<file path="config.mk">
export PLATFORM = sky130hd
export DESIGN_NAME = flaf_trial_sequencer_flat
export DESIGN_NICKNAME = d
export VERILOG_FILES = /design/src/rtl/flaf_trial_sequencer_if.sv /design/src/rtl/flaf_trial_sequencer.sv /design/src/flat_wrapper.sv
export SDC_FILE = /design/constraint.sdc
export NUM_CORES = 1
export LEC_CHECK = 0
export BUFFER_PORTS_ARGS = -buffer_cell sky130_fd_sc_hd__buf_2
export CAP_MARGIN = 20
export CORE_MARGIN = 3
export CORE_UTILIZATION = 56
export CTS_CLUSTER_DIAMETER = 200
export CTS_CLUSTER_SIZE = 10
export DETAILED_ROUTE_END_ITERATION = 12
export GPL_ROUTABILITY_DRIVEN = 1
export HOLD_SLACK_MARGIN = 0.12
export PLACE_DENSITY = 0.89
export SKIP_CTS_REPAIR_TIMING = 1
export SYNTH_ARGS = -nofsm -noshare
export SYNTH_HDL_FRONTEND = slang
export SYNTH_SLANG_ARGS = --single-unit
export TNS_END_PERCENT = 20
</file>
<file path="constraint.sdc">
create_clock -name clk -period 3.9 [get_ports clk]
set_input_delay 0.78 -clock clk [delete_from_list [all_inputs] [get_ports clk]]
set_output_delay 0.78 -clock clk [all_outputs]
set_load 0.05 [all_outputs]
</file>
<file path="src/rtl/flaf_trial_sequencer_if.sv">
// Signal bundle between the trial sequencer and its environment:
// run control, sample memory, filter under test, capture port and run status.
interface flaf_trial_sequencer_if #(
    parameter int WIDTH   = 16,
    parameter int AW      = 15,
    parameter int LAT_W   = 4,
    parameter int TRIAL_W = 8,
    parameter int ACC_W   = 48
);
    logic                start;
    logic                abort;
    logic [AW:0]         cfg_n;
    logic [TRIAL_W-1:0]  cfg_trials;
    logic [LAT_W-1:0]    cfg_lat;
    logic                mem_rd;
    logic [AW-1:0]       mem_addr;
    logic [TRIAL_W-1:0]  mem_trial;
    logic [WIDTH-1:0]    mem_x;
    logic [WIDTH-1:0]    mem_d;
    logic                flt_reset;
    logic                flt_valid;
    logic [WIDTH-1:0]    flt_x;
    logic [WIDTH-1:0]    flt_d;
    logic [WIDTH-1:0]    flt_error;
    logic                cap_we;
    logic [AW-1:0]       cap_addr;
    logic [WIDTH-1:0]    cap_data;
    logic [ACC_W-1:0]    sse;
    logic                sse_valid;
    logic [TRIAL_W-1:0]  trial_idx;
    logic                busy;
    logic                done;

    // The sequencer is the master; memory, filter and host form the slave side.
    modport master (
        input  start, abort, cfg_n, cfg_trials, cfg_lat, mem_x, mem_d, flt_error,
        output mem_rd, mem_addr, mem_trial, flt_reset, flt_valid, flt_x, flt_d,
               cap_we, cap_addr, cap_data, sse, sse_valid, trial_idx, busy, done
    );

    modport slave (
        output start, abort, cfg_n, cfg_trials, cfg_lat, mem_x, mem_d, flt_error,
        input  mem_rd, mem_addr, mem_trial, flt_reset, flt_valid, flt_x, flt_d,
               cap_we, cap_addr, cap_data, sse, sse_valid, trial_idx, busy, done
    );
endinterface

</file>
<file path="src/rtl/flaf_trial_sequencer.sv">
// Multi-trial stimulus/capture engine for functional-link adaptive filters:
// streams x/d samples, resets the filter between trials, captures aligned error and its SSE.
module flaf_trial_sequencer #(
    parameter int WIDTH   = 16,
    parameter int AW      = 15,
    parameter int LAT_W   = 4,
    parameter int TRIAL_W = 8,
    parameter int ACC_W   = 48
) (
    input  logic                    clk,
    input  logic                    reset,
    flaf_trial_sequencer_if.master  bus
);
    localparam int CW    = AW + 2;
    localparam int SQ_W  = 2 * WIDTH;
    localparam int SUM_W = ((ACC_W > SQ_W) ? ACC_W : SQ_W) + 1;
    localparam logic [AW:0]       N_MIN   = (AW+1)'(2);
    localparam logic [AW:0]       N_MAX   = {1'b1, {AW{1'b0}}};
    localparam logic [ACC_W-1:0]  ACC_MAX = '1;

    typedef enum logic [2:0] {IDLE, FRST, PREF, STREAM, FLUSH, REPORT, DONE} state_t;

    state_t              r_state;
    logic [AW:0]         r_n;
    logic [TRIAL_W-1:0]  r_trials;
    logic [TRIAL_W-1:0]  r_trialIdx;
    logic [LAT_W-1:0]    r_lat;
    logic                r_frstCnt;
    logic [CW-1:0]       r_c;
    logic [ACC_W-1:0]    r_acc;
    logic [ACC_W-1:0]    r_sse;
    logic                r_memRd;
    logic [AW-1:0]       r_memAddr;
    logic                r_fltReset;
    logic                r_fltValid;
    logic [WIDTH-1:0]    r_fltX;
    logic [WIDTH-1:0]    r_fltD;
    logic                r_capWe;
    logic [AW-1:0]       r_capAddr;
    logic                r_sseValid;
    logic                r_busy;
    logic                r_done;

    logic [AW:0]              w_nClamp;
    logic [CW-1:0]            w_cNext;
    logic [CW-1:0]            w_nExt;
    logic [CW-1:0]            w_latExt;
    logic [CW-1:0]            w_last;
    logic [TRIAL_W:0]         w_trialNext;
    logic signed [SQ_W-1:0]   w_errExt;
    logic signed [SQ_W-1:0]   w_sq;
    logic [SUM_W-1:0]         w_sum;
    logic [ACC_W-1:0]         w_accNext;

    assign w_nClamp    = (bus.cfg_n < N_MIN) ? N_MIN : ((bus.cfg_n > N_MAX) ? N_MAX : bus.cfg_n);
    assign w_cNext     = r_c + CW'(1);
    assign w_nExt      = CW'(r_n);
    assign w_latExt    = CW'(r_lat);
    assign w_last      = w_nExt + w_latExt - CW'(1);
    assign w_trialNext = {1'b0, r_trialIdx} + (TRIAL_W+1)'(1);

    // Squared error is non-negative, so the sum is taken unsigned and clamped rather than wrapped.
    assign w_errExt  = SQ_W'($signed(bus.flt_error));
    assign w_sq      = w_errExt * w_errExt;
    assign w_sum     = SUM_W'(r_acc) + SUM_W'($unsigned(w_sq));
    assign w_accNext = (w_sum > SUM_W'(ACC_MAX)) ? ACC_MAX : w_sum[ACC_W-1:0];

    // Counter r_c is the stream/flush cycle index; every output is set one edge ahead of its cycle.
    always_ff @(posedge clk or negedge reset) begin
        if (!reset) begin
            r_state    <= IDLE;
            r_n        <= '0;
            r_trials   <= '0;
            r_trialIdx <= '0;
            r_lat      <= '0;
            r_frstCnt  <= 1'b0;
            r_c        <= '0;
            r_acc      <= '0;
            r_sse      <= '0;
            r_memRd    <= 1'b0;
            r_memAddr  <= '0;
            r_fltReset <= 1'b1;
            r_fltValid <= 1'b0;
            r_fltX     <= '0;
            r_fltD     <= '0;
            r_capWe    <= 1'b0;
            r_capAddr  <= '0;
            r_sseValid <= 1'b0;
            r_busy     <= 1'b0;
            r_done     <= 1'b0;
        end else begin
            r_sseValid <= 1'b0;
            r_done     <= 1'b0;
            if (bus.abort) begin
                r_state    <= IDLE;
                r_fltReset <= 1'b1;
                r_fltValid <= 1'b0;
                r_capWe    <= 1'b0;
                r_memRd    <= 1'b0;
                r_busy     <= 1'b0;
            end else begin
                case (r_state)
                    IDLE: begin
                        if (bus.start) begin
                            r_n        <= w_nClamp;
                            r_trials   <= (bus.cfg_trials == '0) ? TRIAL_W'(1) : bus.cfg_trials;
                            r_lat      <= bus.cfg_lat;
                            r_trialIdx <= '0;
                            r_frstCnt  <= 1'b0;
                            r_busy     <= 1'b1;
                            r_state    <= FRST;
                        end
                    end
                    FRST: begin
                        r_acc <= '0;
                        if (r_frstCnt) begin
                            r_state    <= PREF;
                            r_fltReset <= 1'b0;
                            r_memRd    <= 1'b1;
                            r_memAddr  <= '0;
                        end else begin
                            r_frstCnt <= 1'b1;
                        end
                    end
                    PREF: begin
                        r_fltX     <= bus.mem_x;
                        r_fltD     <= bus.mem_d;
                        r_c        <= '0;
                        r_fltValid <= 1'b1;
                        r_memRd    <= 1'b1;
                        r_memAddr  <= AW'(1);
                        r_capWe    <= (r_lat == '0);
                        r_capAddr  <= '0;
                        r_state    <= STREAM;
                    end
                    STREAM, FLUSH: begin
                        if (r_memRd) begin
                            r_fltX <= bus.mem_x;
                            r_fltD <= bus.mem_d;
                        end
                        if (r_capWe) begin
                            r_acc <= w_accNext;
                        end
                        if (r_c == w_last) begin
                            r_state    <= REPORT;
                            r_fltValid <= 1'b0;
                            r_capWe    <= 1'b0;
                            r_memRd    <= 1'b0;
                            r_sse      <= r_capWe ? w_accNext : r_acc;
                            r_sseValid <= 1'b1;
                        end else begin
                            r_c       <= w_cNext;
                            r_state   <= (w_cNext < w_nExt) ? STREAM : FLUSH;
                            r_memRd   <= ((w_cNext + CW'(1)) < w_nExt);
                            r_memAddr <= AW'(w_cNext + CW'(1));
                            r_capWe   <= (w_cNext >= w_latExt);
                            r_capAddr <= AW'(w_cNext - w_latExt);
                        end
                    end
                    REPORT: begin
                        if (w_trialNext < {1'b0, r_trials}) begin
                            r_trialIdx <= w_trialNext[TRIAL_W-1:0];
                            r_frstCnt  <= 1'b0;
                            r_fltReset <= 1'b1;
                            r_state    <= FRST;
                        end else begin
                            r_done  <= 1'b1;
                            r_state <= DONE;
                        end
                    end
                    DONE: begin
                        r_busy     <= 1'b0;
                        r_fltReset <= 1'b1;
                        r_state    <= IDLE;
                    end
                    default: r_state <= IDLE;
                endcase
            end
        end
    end

    assign bus.mem_rd    = r_memRd;
    assign bus.mem_addr  = r_memAddr;
    assign bus.mem_trial = r_trialIdx;
    assign bus.flt_reset = r_fltReset;
    assign bus.flt_valid = r_fltValid;
    assign bus.flt_x     = r_fltX;
    assign bus.flt_d     = r_fltD;
    assign bus.cap_we    = r_capWe;
    assign bus.cap_addr  = r_capAddr;
    assign bus.cap_data  = r_capWe ? bus.flt_error : '0;
    assign bus.sse       = r_sse;
    assign bus.sse_valid = r_sseValid;
    assign bus.trial_idx = r_trialIdx;
    assign bus.busy      = r_busy;
    assign bus.done      = r_done;
endmodule

</file>
<file path="src/flat_wrapper.sv">
// flat-port wrapper written by rule: the top's interface ports become plain ports
module flaf_trial_sequencer_flat 
#(
    parameter int WIDTH   = 16,
    parameter int AW      = 15,
    parameter int LAT_W   = 4,
    parameter int TRIAL_W = 8,
    parameter int ACC_W   = 48
)
  (clk, reset, bus_start, bus_abort, bus_cfg_n, bus_cfg_trials, bus_cfg_lat, bus_mem_x, bus_mem_d, bus_flt_error, bus_mem_rd, bus_mem_addr, bus_mem_trial, bus_flt_reset, bus_flt_valid, bus_flt_x, bus_flt_d, bus_cap_we, bus_cap_addr, bus_cap_data, bus_sse, bus_sse_valid, bus_trial_idx, bus_busy, bus_done);
  flaf_trial_sequencer_if #(.WIDTH(WIDTH), .AW(AW), .LAT_W(LAT_W), .TRIAL_W(TRIAL_W), .ACC_W(ACC_W)) bus_i ();
  input  logic clk;
  input  logic reset;
  input wire logic [$bits(bus_i.start)-1:0] bus_start;
  input wire logic [$bits(bus_i.abort)-1:0] bus_abort;
  input wire logic [$bits(bus_i.cfg_n)-1:0] bus_cfg_n;
  input wire logic [$bits(bus_i.cfg_trials)-1:0] bus_cfg_trials;
  input wire logic [$bits(bus_i.cfg_lat)-1:0] bus_cfg_lat;
  input wire logic [$bits(bus_i.mem_x)-1:0] bus_mem_x;
  input wire logic [$bits(bus_i.mem_d)-1:0] bus_mem_d;
  input wire logic [$bits(bus_i.flt_error)-1:0] bus_flt_error;
  output wire logic [$bits(bus_i.mem_rd)-1:0] bus_mem_rd;
  output wire logic [$bits(bus_i.mem_addr)-1:0] bus_mem_addr;
  output wire logic [$bits(bus_i.mem_trial)-1:0] bus_mem_trial;
  output wire logic [$bits(bus_i.flt_reset)-1:0] bus_flt_reset;
  output wire logic [$bits(bus_i.flt_valid)-1:0] bus_flt_valid;
  output wire logic [$bits(bus_i.flt_x)-1:0] bus_flt_x;
  output wire logic [$bits(bus_i.flt_d)-1:0] bus_flt_d;
  output wire logic [$bits(bus_i.cap_we)-1:0] bus_cap_we;
  output wire logic [$bits(bus_i.cap_addr)-1:0] bus_cap_addr;
  output wire logic [$bits(bus_i.cap_data)-1:0] bus_cap_data;
  output wire logic [$bits(bus_i.sse)-1:0] bus_sse;
  output wire logic [$bits(bus_i.sse_valid)-1:0] bus_sse_valid;
  output wire logic [$bits(bus_i.trial_idx)-1:0] bus_trial_idx;
  output wire logic [$bits(bus_i.busy)-1:0] bus_busy;
  output wire logic [$bits(bus_i.done)-1:0] bus_done;
  assign bus_i.start = bus_start;
  assign bus_i.abort = bus_abort;
  assign bus_i.cfg_n = bus_cfg_n;
  assign bus_i.cfg_trials = bus_cfg_trials;
  assign bus_i.cfg_lat = bus_cfg_lat;
  assign bus_i.mem_x = bus_mem_x;
  assign bus_i.mem_d = bus_mem_d;
  assign bus_i.flt_error = bus_flt_error;
  assign bus_mem_rd = bus_i.mem_rd;
  assign bus_mem_addr = bus_i.mem_addr;
  assign bus_mem_trial = bus_i.mem_trial;
  assign bus_flt_reset = bus_i.flt_reset;
  assign bus_flt_valid = bus_i.flt_valid;
  assign bus_flt_x = bus_i.flt_x;
  assign bus_flt_d = bus_i.flt_d;
  assign bus_cap_we = bus_i.cap_we;
  assign bus_cap_addr = bus_i.cap_addr;
  assign bus_cap_data = bus_i.cap_data;
  assign bus_sse = bus_i.sse;
  assign bus_sse_valid = bus_i.sse_valid;
  assign bus_trial_idx = bus_i.trial_idx;
  assign bus_busy = bus_i.busy;
  assign bus_done = bus_i.done;
  flaf_trial_sequencer #(.WIDTH(WIDTH), .AW(AW), .LAT_W(LAT_W), .TRIAL_W(TRIAL_W), .ACC_W(ACC_W)) u_core (.clk(clk), .reset(reset), .bus(bus_i));
endmodule
</file>
---- After elaboration in Yosys (flattened, before gate mapping) ----
Index checks and enable logic that the tools add are counted.
cells by class
  multiplexer cells ....................... 54
  reductions and logical operators ........ 26
  bitwise operators ....................... 1
  add/sub/neg operators ................... 7
  $mul .................................... 1
  equality and inequality tests ........... 16
  magnitude comparators ................... 7
operator list
  kind                   number
  $mux 48                2
  $pmux 48 s2            1
  $mux 16                5
  $pmux 16 s2            2
  $add 48x32->49         1
  $gt 49x48->1 const B   1
  $mux 15                3
  $pmux 15 s3            1
  $add 17x1->17 const B  2
  $lt 17x16->1           2
  $pmux 17 s2            1
  $mul 16x16->32         1
  $pmux 15 s2            1
  $mux 8                 3
  $mux 1                 20
  $mux 3                 6
  $add 16x4->17          1
  $eq 17x17->1           1
  $ge 17x4->1            1
  $mux 17                1
  $sub 17x1->17 const B  1
  $gt 16x16->1 const B   1
  $lt 16x2->1 const B    1
  $pmux 8 s2             1
  24 further kinds       52
word-level totals
  logic and storage cells ................. 132
  output and inout port bits .............. 149
  register bits ........................... 222
  input port bits ......................... 80

---- Depth between registers and ports, before layout ----
  word-level depth ........................ 6
  depth in mapped cells ................... 36
  gate-level depth less buffers ........... 34

---- Worst setup path after synthesis ----
No wires, ideal clock.
  path type ............................... input port to flip-flop
  start point ............................. input bus_flt_error[4]
  end point ............................... register u_core.r_sse[35] (netlist: u_core.bus.sse[35])
  arrival time ............................ 8.742 ns
  stages .................................. 31
  required time ........................... 3.775 ns
  slack ................................... -4.966 ns
  path buffers ............................ 2
  library setup time ...................... 0.125 ns
  path through ............................ clkbuf_1 clkbuf_1 nand2_1 fa_1 fa_1 fa_1 inv_1 fa_1 fa_1 inv_1 fa_1 inv_1 ha_1 a21o_1 a21o_1 a21oi_1 nand3b_1 nor3_1 nor3_1 nor3_1 nor2_1 o311ai_0 ha_1 and3_1 a221oi_1 o221ai_1 o211ai_2 nand2_1 nor3_2 a31oi_1 mux2_2
between the ends
  word-level cells in the longest chain between the ends .. 5
ends and longest elaborated chain
  element               RTL line                     RTL
  start, declared       flat_wrapper.sv:21           input wire logic [$bits(bus_i.flt_error)-1:0] bus_flt_error;
  $mul 16x16->32 (*)    flaf_trial_sequencer.sv:64   assign w_sq = w_errExt * w_errExt;
  $add 48x32->49 (*)    flaf_trial_sequencer.sv:65   assign w_sum = SUM_W'(r_acc) + SUM_W'($unsigned(w_sq));
  $gt 49x48->1          flaf_trial_sequencer.sv:66   assign w_accNext = (w_sum > SUM_W'(ACC_MAX)) ? ACC_MAX : w_sum[ACC_W-1:0];
  $mux 48 (*)           flaf_trial_sequencer.sv:66
  $mux 48 (*)           flaf_trial_sequencer.sv:149  r_sse <= r_capWe ? w_accNext : r_acc;
  end signal, assigned  flaf_trial_sequencer.sv:149
  end, declared         flaf_trial_sequencer.sv:31   logic [ACC_W-1:0] r_sse;
Mark *: on every way between the ends. The rest lies on a longest branch, timed or not.
A chain may end at the register's enable or synchronous reset.

---- Final worst setup path ----
  start point ............................. input bus_flt_error[2]
  end point ............................... register u_core.r_sse[45] (netlist: u_core.bus.sse[45])
The elaborated chain is that of the path after synthesis.

==> impl_metrics.tcl <==
set metrics [dict create \
    cts_buffers 26 \
    vias 22200 \
    synth_seq_cells 222 \
    grt_max_degree 104 \
    synth-main-ff-cell "dfrtp_1" \
    max-cap-violations 0 \
    grt_pass1_wl_mm 120 \
    use_met2 0.578 \
    syn_to_final_growth_pct 26.9 \
    clock_path_buffers 3 \
    worst_hold_path_type "primary input to asynchronous set/reset pin" \
    syn_nets 3111 \
    period_minus_slack_ns 8.28 \
    die_h_um 211 \
    n_fill_cell 2745 \
    gr-usage-met1 0.420 \
    setup_ws_ns -4.38 \
    wl_per_cell_um 20.3 \
    rows 74 \
    ios 229 \
    drc 0 \
    critPathCaptureType "flip-flop" \
    tritoncts "yes" \
    setup_viol 102 \
    start_util 0.573 \
    gp_congestion 0.957 \
    crit_required_ns 4.31 \
    path_max_fanout 11 \
    htree_levels 1 \
    fin_crit_sh 2.12 \
    vias_per_cell 5.96 \
    max_freq_mhz 121 \
    synth_area_leaders "dfrtp_1 (23%), fa_1 (20%), ha_1 (9.9%)" \
    wirelength_mm 75.6 \
    dp_hpwl_mm 59.8 \
    max_stage_delay_ns 0.59 \
    synthCells 2605 \
    syn_area_um2 23600 \
    fin_nets 3679 \
    clkSinkCount 222 \
    core_area_um2 41200 \
    first_iter_violations 2118 \
    synth_top_area_cell "dfrtp_1" \
    top_usage_layer "met2" \
    first_global_vias 23300 \
    grt_use_total 0.331 \
    postLayoutCoreUtil 0.727 \
    clock_latency_ns 0.55 \
    synth_area_per_cell_um2 9.06 \
    fin_skew_ns 0.0240 \
    dr.pass1.iters 8 \
    hold_viol_final 0 \
    arrival_ns 8.69 \
    seq_area_frac_synth 0.236 \
    failed_checks "negative setup slack" \
    n_antenna_cell 0 \
    critPathKind "primary input to flip-flop" \
    cts.clk_slew.worst_paths_ns 0.06 \
    cts-root-buf "clkbuf_16" \
    die_x_um 211 \
    antenna_found_initial 0 \
    slowest_stage "fa_2" \
    ys_top_cells_by_count "inv_1 (430), nand2_1 (250), fa_1 (239)" \
    yosysUniqueCellTypes 93 \
    tightest_slew_ns 0.883 \
    tns_ns -407.08 \
    drv_slew 0 \
    slew_headroom 0.409 \
    overflow 0 \
    rsz0062_at_grt "true" \
    synth_edf_count 0 \
    port-buffer-count 228 \
    cp-start-kind "primary input" \
    synthMostInstantiatedCell "inv_1" \
    die_area_um2 44600 \
    synth_top_cell_area_share 0.234 \
    ant_nets 0 \
    synthArstFlopShare 1.00 \
    grtUsageMet3 0.0475 \
    final_layout_size_suffix_gt1_frac 0.293 \
    ys.warnings.count 0 \
    status "finished, violations left" \
]
-- area by class of cell --
class / count / area [µm²] / share of cell area
timing repair buffer: 646 / 4500 / 0.150
multi-input combinational: 1847 / 16900 / 0.563
inverter: 430 / 1640 / 0.0546
tap: 532 / 666 / 0.0222
clock buffer: 38 / 717 / 0.0239
clock inverter: 1 / 8.76 / 0.000293
sequential: 222 / 5560 / 0.186
-- per-stage QoR --
stage | hold WS (ns) | worst slack (ns) | std cells | cell area (µm²)
after floorplan | 0.444 | -4.15 | 2605 | 24100
after global placement | 0.460 | -4.67 | 3653 | 28400
after detailed placement | 0.470 | -4.96 | 3653 | 28400
after CTS | 0.297 | -4.45 | 3692 | 29100
after global routing | 0.327 | -4.60 | 3716 | 29900
final | 0.274 | -4.38 | 3716 | 29900
-- registers in the layout, indices dropped and copies added (netlist names), 8 cells and up --
name                  count
u_core.bus.flt_d         16
u_core.r_trials           8
u_core.bus.flt_x         16
u_core.r_acc             48
u_core.bus.sse           48
u_core.bus.mem_addr      15
u_core.bus.cap_addr      15
u_core.bus.mem_trial      8
u_core.r_n               16
u_core.r_c               17
-- final timing paths --
kind	from	to	slack, ns	cells after the start
min in group clk	bus_mem_d[6]	u_core.bus.flt_d[6]$_DFFE_PN0P_	0.46	2
max	bus_flt_error[2]	u_core.bus.sse[45]$_DFFE_PN0P_	-4.38	33
min	reset	u_core.bus.cap_addr[3]$_DFFE_PN0P_	0.27	1
max in group asynchronous	reset	u_core.bus.cap_we$_DFFE_PN0P_	2.73	2
max reg2reg	u_core.r_n[1]$_DFFE_PN0P_	u_core.bus.sse[45]$_DFFE_PN0P_	-0.08	15
min reg2reg	u_core.r_trials[0]$_DFFE_PN0P_	u_core.r_trials[0]$_DFFE_PN0P_	0.48	2
-- logic make-up after synthesis --
| kind of cell | after synthesis | synth area share |
|---|---|---|
| adder cells (fa/ha/maj) | 426 | 0.302 |
| multiplexers | 71 | 0.0341 |
| flip-flops | 222 | 0.236 |
| AO/OA/AOI/OAI | 547 | 0.152 |
| AND/OR/NAND/NOR | 667 | 0.137 |
| XOR/XNOR | 136 | 0.0508 |
| buffers and inverters | 536 | 0.0882 |
-- placed cells by master, fill, tap and decap left out, types with 18 or more instances in the layout --
| cell type | count |
|---|---|
| a21o_1 | 37 |
| a31oi_1 | 26 |
| and2_1 | 53 |
| o31ai_1 | 32 |
| ha_1 | 167 |
| a22o_1 | 18 |
| fa_1 | 227 |
| o221ai_1 | 24 |
| nor2_1 | 115 |
| inv_1 | 412 |
| nand2b_1 | 20 |
| buf_4 | 399 |
| o21ai_0 | 112 |
| xor2_1 | 38 |
| clkbuf_16 | 27 |
| dfrtp_1 | 220 |
| buf_2 | 216 |
| a21oi_1 | 95 |
| nand4_1 | 22 |
| and3_1 | 22 |
| xnor2_1 | 90 |
| o21ai_1 | 37 |
| mux2_2 | 58 |
| nand3_1 | 39 |
| nor3_1 | 29 |
| nand2_1 | 238 |
-- per-layer routing --
metal  wire length, µm  share of wire
met3              5710          0.076
met4              3110          0.041
met1             29300           0.39
met2             37400           0.50
met5                 0              0
-- worst max-delay path, delay by kind of cell --
kind	cells	cell delay [ns]
xor+xnor	1	0.20
mux	2	0.55
simple gates	3	0.41
buf+inv	8	0.88
fa+ha+maj	8	3.70
compound gates	11	2.17
Power is left out: the tool's default activity adds up to more than one toggle a clock period on the data nets, which glitch-free logic cannot reach.
